[src/rtl/game_pkg.sv]
// Shared constants and state encoding for the game score keeper.
package game_pkg;

  localparam int unsigned DIGIT_W = 4;
  localparam int unsigned SCORE_W = 2 * DIGIT_W;
  localparam int unsigned ROUND_W = 4;

  localparam logic [SCORE_W-1:0] GAME_SCORE_MAX_BCD = 8'h99;
  localparam int unsigned        GAME_NUM_ROUNDS    = 10;

  typedef enum logic [1:0] {
    S_IDLE = 2'd0,
    S_PLAY = 2'd1,
    S_OVER = 2'd2
  } state_e;

endpackage

[src/rtl/bcd2_sat_inc.sv]
// Two-digit BCD incrementer that holds once the maximum value is reached.
module bcd2_sat_inc
  import game_pkg::*;
#(
  parameter logic [SCORE_W-1:0] MAX_BCD = GAME_SCORE_MAX_BCD
) (
  input  logic [DIGIT_W-1:0] tens_i,
  input  logic [DIGIT_W-1:0] ones_i,
  input  logic               en_i,
  output logic [DIGIT_W-1:0] tens_o,
  output logic [DIGIT_W-1:0] ones_o
);

  logic at_max_c;

  assign at_max_c = ({tens_i, ones_i} >= MAX_BCD);

  always_comb begin
    tens_o = tens_i;
    ones_o = ones_i;
    if (en_i && !at_max_c) begin
      if (ones_i == DIGIT_W'(9)) begin
        ones_o = '0;
        tens_o = DIGIT_W'(tens_i + DIGIT_W'(1));
      end else begin
        ones_o = DIGIT_W'(ones_i + DIGIT_W'(1));
      end
    end
  end

endmodule

[src/rtl/score_keeper.sv]
// Game score keeper: point edge counting in BCD, round counting and high score.
module score_keeper
  import game_pkg::*;
#(
  parameter int unsigned        NUM_ROUNDS    = GAME_NUM_ROUNDS,
  parameter logic [SCORE_W-1:0] SCORE_MAX_BCD = GAME_SCORE_MAX_BCD
) (
  input  logic               clk,
  input  logic               rst,
  input  logic               point,
  input  logic               round_done,
  input  logic               game_start,
  output logic [DIGIT_W-1:0] score_ones,
  output logic [DIGIT_W-1:0] score_tens,
  output logic [DIGIT_W-1:0] high_ones,
  output logic [DIGIT_W-1:0] high_tens,
  output logic [ROUND_W-1:0] round_cnt,
  output logic               game_over,
  output logic               new_high
);

  state_e               state_q, state_d;
  logic [SCORE_W-1:0]   score_q, score_d;
  logic [SCORE_W-1:0]   high_q, high_d;
  logic [ROUND_W-1:0]   round_q, round_d;
  logic                 point_q;
  logic                 game_over_q, game_over_d;
  logic                 new_high_q, new_high_d;
  logic                 point_rise_c;
  logic [SCORE_W-1:0]   score_inc_c;

  assign point_rise_c = point & ~point_q;

  bcd2_sat_inc #(
    .MAX_BCD (SCORE_MAX_BCD)
  ) u_inc (
    .tens_i (score_q[SCORE_W-1:DIGIT_W]),
    .ones_i (score_q[DIGIT_W-1:0]),
    .en_i   (point_rise_c),
    .tens_o (score_inc_c[SCORE_W-1:DIGIT_W]),
    .ones_o (score_inc_c[DIGIT_W-1:0])
  );

  // Next-state logic; the point is folded in before the final-round compare.
  always_comb begin
    state_d    = state_q;
    score_d    = score_q;
    high_d     = high_q;
    round_d    = round_q;
    new_high_d = 1'b0;
    unique case (state_q)
      S_IDLE, S_OVER: begin
        if (game_start) begin
          state_d = S_PLAY;
          score_d = '0;
          round_d = '0;
        end
      end
      S_PLAY: begin
        if (game_start) begin
          score_d = '0;
          round_d = '0;
        end else begin
          score_d = score_inc_c;
          if (round_done) begin
            if (round_q == ROUND_W'(NUM_ROUNDS - 1)) begin
              round_d = ROUND_W'(NUM_ROUNDS);
              state_d = S_OVER;
              if (score_inc_c > high_q) begin
                high_d     = score_inc_c;
                new_high_d = 1'b1;
              end
            end else begin
              round_d = ROUND_W'(round_q + ROUND_W'(1));
            end
          end
        end
      end
      default: state_d = S_IDLE;
    endcase
    game_over_d = (state_d == S_OVER);
  end

  always_ff @(posedge clk or negedge rst) begin
    if (!rst) begin
      state_q     <= S_IDLE;
      score_q     <= '0;
      high_q      <= '0;
      round_q     <= '0;
      point_q     <= 1'b0;
      game_over_q <= 1'b0;
      new_high_q  <= 1'b0;
    end else begin
      state_q     <= state_d;
      score_q     <= score_d;
      high_q      <= high_d;
      round_q     <= round_d;
      point_q     <= point;
      game_over_q <= game_over_d;
      new_high_q  <= new_high_d;
    end
  end

  assign score_tens = score_q[SCORE_W-1:DIGIT_W];
  assign score_ones = score_q[DIGIT_W-1:0];
  assign high_tens  = high_q[SCORE_W-1:DIGIT_W];
  assign high_ones  = high_q[DIGIT_W-1:0];
  assign round_cnt  = round_q;
  assign game_over  = game_over_q;
  assign new_high   = new_high_q;

endmodule

[config.mk]
export PLATFORM = sky130hd
export DESIGN_NAME = score_keeper
export DESIGN_NICKNAME = d
export VERILOG_FILES = /design/src/rtl/game_pkg.sv /design/src/rtl/bcd2_sat_inc.sv /design/src/rtl/score_keeper.sv
export SDC_FILE = /design/constraint.sdc
export NUM_CORES = 1
export LEC_CHECK = 0
export ABC_AREA = 1
export CAP_MARGIN = 5
export CORE_ASPECT_RATIO = 0.75
export CORE_MARGIN = 8
export CORE_UTILIZATION = 45
export CTS_BUF_LIST = sky130_fd_sc_hd__clkbuf_4 sky130_fd_sc_hd__clkbuf_8
export DETAILED_ROUTE_END_ITERATION = 8
export DONT_BUFFER_PORTS = 1
export GPL_TIMING_DRIVEN = 1
export SLEW_MARGIN = 0
export SYNTH_ARGS = -nofsm -noshare
export SYNTH_HDL_FRONTEND = slang
export SYNTH_HIERARCHICAL = 1
export SYNTH_SLANG_ARGS = --single-unit
[constraint.sdc]
create_clock -name clk -period 3.5 [get_ports clk]
set_clock_uncertainty 0.05 [all_clocks]
set_input_delay 0.7 -clock clk [delete_from_list [all_inputs] [get_ports clk]]
set_output_delay 0.7 -clock clk [all_outputs]
set_load 0.005 [all_outputs]
Word level (Yosys, flattened, before mapping)

Cells that the tools add are included.
Widths: inputs -> output; s select.

Flip-flop bits (word level): 25
Bits in latches: 0
Memory bits (writable): 0
Bits in read-only memories: 0
Input port bits: 5
Memories kept: 0

Add/sub/neg operators: 3
$mul: 0
Div/mod/pow operators: 0
Magnitude comparators: 2
Equality and inequality tests: 7
Shift-type cells: 0
Mux-type cells: 22
Bitwise gates (word level): 3
Reductions and logical operators: 8

Operators by type and width:

| cell                | number |
|---|---|
| $mux 4              | 8 |
| $mux 8              | 2 |
| $pmux 8 s2          | 1 |
| $add 4x1->4 const B | 3 |
| $eq 4x4->1 const B  | 2 |
| $ge 8x8->1 const B  | 1 |
| $gt 8x8->1          | 1 |
| $mux 2              | 4 |
| $pmux 4 s2          | 1 |
| $mux 1              | 5 |
| $reduce_and 5->1    | 1 |
| $eq 2x2->1 const B  | 2 |
| $pmux 2 s2          | 1 |
| $ne 3x3->1 const B  | 1 |
| $reduce_and 3->1    | 1 |
| $eq 2x1->1 const B  | 1 |
| $logic_not 2->1     | 1 |
| $ne 2x2->1 const B  | 1 |
| $not 1->1           | 2 |
| $reduce_and 2->1    | 1 |
| $reduce_bool 2->1   | 1 |
| $reduce_or 2->1     | 1 |
| $and 1x1->1         | 1 |
| $logic_and 1x1->1   | 1 |
| $logic_not 1->1     | 1 |

Longest topological paths before layout

Depth in word-level cells: 10
Depth in mapped cells: 20
Mapped depth without buffers: 20

Cells and area by module

The synthesis kept the hierarchy.

Modules (own cells, without submodules):

| module       | instances | cells an instance | area an instance (sq um) |
|---|---|---|---|
| score_keeper | 1         | 136               | 1281.2 |
| bcd2_sat_inc | 1         | 76                | 371.6 |

Least setup slack after synthesis

OpenSTA, ideal clock, no wires.

Path kind: input -> register
From: input point
To: register high_q[0]
Arrival: 2210 ps
Data required time: 3333 ps
Path slack: 1124 ps
Stages on the path: 15
Buffers on the path: 0
Cell sequence: inv_1 -> nor2_1 -> inv_1 -> nor2_4 -> nand2_4 -> nand2_1 -> nand2_1 -> ha_1 -> nand2_1 -> nor2_1 -> and2_1 -> nor2_8 -> nand2_4 -> nand2_1 -> nand2_1

Longest elaborated chain between the ends: 5

RTL lines:

| element                           | RTL line           | RTL |
|---|---|---|
| start: declaration                | score_keeper.sv:10 | `input logic point,` |
| $and 1x1->1                       | score_keeper.sv:32 | `assign point_rise_c = point & ~point_q;` |
| net point_rise_c                  | score_keeper.sv:29 | `logic point_rise_c;` |
| $logic_and 1x1->1                 | bcd2_sat_inc.sv:21 | `if (en_i && !at_max_c) begin` |
| $mux 4                            | bcd2_sat_inc.sv:21 |  |
| net score_inc_c[3]                | score_keeper.sv:30 | `logic [SCORE_W-1:0] score_inc_c;` |
| $gt 8x8->1                        | score_keeper.sv:69 | `if (score_inc_c > high_q) begin` |
| $reduce_and 5->1 (no source line) | --                 |  |
| end signal: assignment            | score_keeper.sv:96 | `high_q <= high_d;` |
| end: declaration                  | score_keeper.sv:24 | `logic [SCORE_W-1:0] high_q, high_d;` |

The timed path passes the listed nets, and every way through them passes these cells.
A chain may end at the register's enable or synchronous reset.

Final worst setup path

From: register score_q[5]
To: register high_q[2]

Longest elaborated chain between the ends: 6

RTL lines:

| element                           | RTL line           | RTL |
|---|---|---|
| start: declaration                | score_keeper.sv:23 | `logic [SCORE_W-1:0] score_q, score_d;` |
| start signal: assignment          | score_keeper.sv:95 | `score_q <= score_d;` |
| $ge 8x8->1                        | bcd2_sat_inc.sv:16 | `assign at_max_c = ({tens_i, ones_i} >= MAX_BCD);` |
| $logic_not 1->1                   | bcd2_sat_inc.sv:21 |  |
| $logic_and 1x1->1                 | bcd2_sat_inc.sv:21 |  |
| $mux 4                            | bcd2_sat_inc.sv:21 |  |
| net score_inc_c[3]                | score_keeper.sv:30 |  |
| $gt 8x8->1                        | score_keeper.sv:69 |  |
| $reduce_and 5->1 (no source line) | --                 |  |

The timed path passes the listed nets, and every way through them passes these cells.

==> metrics.log <==
INFO  metric antenna_cells = 0
INFO  metric regArea = 626 um^2
INFO  metric drt_drc_violations_left = 0
INFO  metric finalPower = 571 uW
INFO  metric grt_pass1_vias = 1250
INFO  metric grt_antenna_before_repair = 0
INFO  metric synth_enable_flop_cells = 0
INFO  metric timing.final.hold_violations = 0
INFO  metric cts_hold_buf = 0
INFO  metric p_leak = 0.000949 uW
INFO  metric timing.final.crit_share = 73.2%
INFO  metric utilization = 49.1%
INFO  metric cts_post_setup_buffers_inserted = 0
INFO  metric async_reset_ff_share = 100%
INFO  metric max_freq = 390 MHz
INFO  metric routed_wl_per_cell = 13.6 um
INFO  metric grt_pass1_wl = 6090 um
INFO  metric crit_arrival = 2.67 ns
INFO  metric synthTopCellsByArea = sky130_fd_sc_hd__dfrtp_1 38%, sky130_fd_sc_hd__nand2_1 16%, sky130_fd_sc_hd__ha_1 9.1%
INFO  metric timing.reg2reg.worst_path_depth = 17
INFO  metric place.detailed.hpwl = 2900 um
INFO  metric clk-insertion-delay-late = 0.26 ns
INFO  metric overall_fraction_of_global_route_tracks_in_use = 13.2%
INFO  metric worst-slew-pin-transition = 0.389 ns
INFO  metric worst-r2r-setup-slack = 0.94 ns
INFO  metric synth_fa_ha_area_share = 9.08%
INFO  metric num_vias = 1365
INFO  metric clock_sink_count = 25
INFO  metric peakVddDrop = 0.257 mV
INFO  metric syn-num-nets = 229
INFO  metric clock_period_minus_worst_slack = 2.56 ns
INFO  metric timing.critical_path.required = 3.61 ns
INFO  metric ys_seq_area_share = 37.9%
INFO  metric area.growth.synth_to_final = 6.59%
INFO  metric netlist.top_cell.by_area = sky130_fd_sc_hd__dfrtp_1
INFO  metric number_of_warnings_issued_by_yosys = 6
INFO  metric cts-htree-levels = 1
INFO  metric drtAntennaViolNets = 0
INFO  metric grt_remaining_overflow = 0
INFO  metric route.met3.wl = 292 um
INFO  metric cts_made_buffers = 3
INFO  metric detail_route.wirelength.met1 = 1800 um
INFO  metric synth-simple-area-share = 34.4%
INFO  metric clock_tree.root_cell = sky130_fd_sc_hd__clkbuf_8
INFO  metric die_h = 68.5 um
INFO  metric floorplan.rows = 19
INFO  metric met2_length = 1550 um
INFO  metric gp_routability_congestion = 0.890
INFO  metric drive_above_1_share = 13.0%
INFO  metric detailedRoute.firstPassIterationCount = 4
INFO  metric status = complete, no violations
INFO  metric multi_input_combinational_cell_area = 895 um^2
INFO  metric hold_crit_class = input port to asynchronous set/reset pin
INFO  metric final.fill_count = 346
INFO  metric setup.worst_path.class = flip-flop to flip-flop
INFO  metric r2r_start = score_q[5]$_DFFE_PN0P_
INFO  metric final_setup_viols = 0
INFO  metric muxShareOfSynthArea = 0%
INFO  metric timing.setup.tns = 0 ns
INFO  metric area_fraction_in_compound_gates_after_synthesis = 8.55%
INFO  metric vias_per_cell = 5.11
INFO  metric final-max-slew-violation-count = 0
INFO  metric postSynthAreaPerCell = 7.80 um^2
INFO  metric clock_path_buffers = 2
INFO  metric io_buffer_count = 0
INFO  metric synth_most_common_cell = sky130_fd_sc_hd__nand2_1
INFO  metric synth_seq_cells = 25
INFO  metric mappedNetlistArea = 0.00165 mm^2
INFO  metric syn_inst = 212
INFO  metric synthDominantCellAreaShare = 37.9%
INFO  metric ioPinCount = 27
INFO  metric clk_transition_reported_paths = 0.08 ns
INFO  metric fp.dieW = 86.0 um
INFO  metric nets = 233
INFO  metric relSlewSlack = 74.0%
INFO  metric synth-xor-area-share = 2.12%
INFO  metric drt-total-wl = 3630 um
INFO  metric start_util = 46.0%
INFO  metric worst_r2r_endpoint = high_q[2]$_DFFE_PN0P_
INFO  metric critPathLaunchType = flip-flop
INFO  metric dr.max_layer_used = met3
INFO  metric critical_path_peak_fanout = 9
INFO  metric powerDensity = 324 mW/mm^2
INFO  metric dominant_combinational_cell_family_by_area_after_synthesis = simple AND/OR/NAND/NOR gates
INFO  metric netlist_top_cells_count = 70 x sky130_fd_sc_hd__nand2_1, 25 x sky130_fd_sc_hd__dfrtp_1, 24 x sky130_fd_sc_hd__inv_1
INFO  metric dr.first_iter.drc_count = 105
INFO  metric synth_flop_cell = sky130_fd_sc_hd__dfrtp_1
INFO  metric area_of_the_die = 0.00589 mm^2
INFO  metric maximum_number_of_pins_on_one_net_before_global_route_repair = 26
INFO  metric cts_tree = yes
INFO  metric synth_cell_types = 29
INFO  metric ctsResizeCount = 0
INFO  metric worst_setup_path_end_kind = flip-flop
INFO  metric grt_setup_unrepaired = no
INFO  metric placeableCoreArea = 0.00359 mm^2
INFO  metric maxCapViolations = 0
how the worst max path moves through the flow:
stage / from / end / cells after the start
4_1_cts: score_q[5]$_DFFE_PN0P_ / high_q[1]$_DFFE_PN0P_ / 17
2_1_floorplan: point / high_q[0]$_DFFE_PN0P_ / 15
3_3_place_gp: point / high_q[0]$_DFFE_PN0P_ / 15
5_1_grt: score_q[5]$_DFFE_PN0P_ / high_q[3]$_DFFE_PN0P_ / 17
3_5_place_dp: point / high_q[1]$_DFFE_PN0P_ / 15
6_report: score_q[5]$_DFFE_PN0P_ / high_q[2]$_DFFE_PN0P_ / 17
layout by cell type (no fill, tap or decap):
master / count
sky130_fd_sc_hd__nor4_1: 1
sky130_fd_sc_hd__a21o_1: 1
sky130_fd_sc_hd__o21ai_1: 3
sky130_fd_sc_hd__clkinv_1: 2
sky130_fd_sc_hd__nor2_1: 12
sky130_fd_sc_hd__ha_1: 12
sky130_fd_sc_hd__a31oi_1: 1
sky130_fd_sc_hd__xor2_1: 3
sky130_fd_sc_hd__nand2_1: 70
sky130_fd_sc_hd__nand2_4: 3
sky130_fd_sc_hd__a22o_1: 7
sky130_fd_sc_hd__o32ai_1: 1
sky130_fd_sc_hd__nand3_2: 2
sky130_fd_sc_hd__and2_1: 1
sky130_fd_sc_hd__inv_1: 24
sky130_fd_sc_hd__nand3_1: 15
sky130_fd_sc_hd__inv_2: 8
sky130_fd_sc_hd__xnor2_1: 1
sky130_fd_sc_hd__o21ai_0: 2
sky130_fd_sc_hd__clkbuf_8: 3
sky130_fd_sc_hd__o31ai_1: 3
sky130_fd_sc_hd__clkbuf_4: 1
sky130_fd_sc_hd__nand2_2: 4
sky130_fd_sc_hd__nand3_4: 1
sky130_fd_sc_hd__nor2_4: 1
sky130_fd_sc_hd__nor2_2: 3
sky130_fd_sc_hd__nand4_1: 1
sky130_fd_sc_hd__dfrtp_1: 25
sky130_fd_sc_hd__a21oi_1: 2
sky130_fd_sc_hd__nor2_8: 2
state kept, by name, summed over array words and instances (netlist names):
signal     flops
game_over      1
high_q         8
score_q        8
round_cnt      4
point_q        1
state_q        2
new_high       1
critical path, stage by stage (launching register included):
cell and delay (ns):
sky130_fd_sc_hd__dfrtp_1 0.50, sky130_fd_sc_hd__inv_1 0.08, sky130_fd_sc_hd__ha_1 0.18, sky130_fd_sc_hd__nand2_1 0.07
sky130_fd_sc_hd__clkinv_1 0.09, sky130_fd_sc_hd__nand2_1 0.07, sky130_fd_sc_hd__nor2_1 0.05, sky130_fd_sc_hd__nor2_2 0.16
sky130_fd_sc_hd__nand2_1 0.07, sky130_fd_sc_hd__nand2_1 0.11, sky130_fd_sc_hd__ha_1 0.26, sky130_fd_sc_hd__nand2_1 0.09
sky130_fd_sc_hd__nor2_1 0.05, sky130_fd_sc_hd__and2_1 0.20, sky130_fd_sc_hd__nor2_8 0.19, sky130_fd_sc_hd__nand2_4 0.11
sky130_fd_sc_hd__nand2_1 0.07, sky130_fd_sc_hd__nand2_1 0.06
kinds of logic (layout without fill, tap and decap cells):
logic type,after synthesis,after routing
xor+xnor,4,4
compound gates,20,20
simple gates,116,116
buf+inv,35,38
flops,25,25
fa+ha+maj,12,12
metal layers:
layer | global-route usage (%) | vias to the layer above
li1 | - | 682
met1 | 18.2 | 646
met2 | 19.5 | 37
met3 | 5.64 | 0
met4 | 0.652 | 0
met5 | 0 | -
final cells by class:
type / instances / share of cell area, %
Multi-Input combinational cell: 152 / 50.8
Clock buffer: 4 / 2.77
Tap cell: 52 / 3.69
Sequential cell: 25 / 35.5
Inverter: 34 / 7.24
power by group:
part	internal (uW)	switching (uW)
logic	26.8	55.7
registers	298	16.5
clock network	89.0	85.1
total	414	157
per-stage QoR:
| step | instance area [um^2] | cells | hold slack, ns | setup WS, ns |
|---|---|---|---|---|
| floorplan | 1650 | 212 | 0.354 | 1.12 |
| global placement | 1710 | 263 | 0.355 | 0.909 |
| detailed placement | 1710 | 263 | 0.355 | 0.890 |
| CTS | 1760 | 267 | 0.0642 | 0.940 |
| global route | 1760 | 267 | 0.0473 | 0.700 |
| finish | 1760 | 267 | 0.0718 | 0.937 |
(Power assumes the default switching activity.)
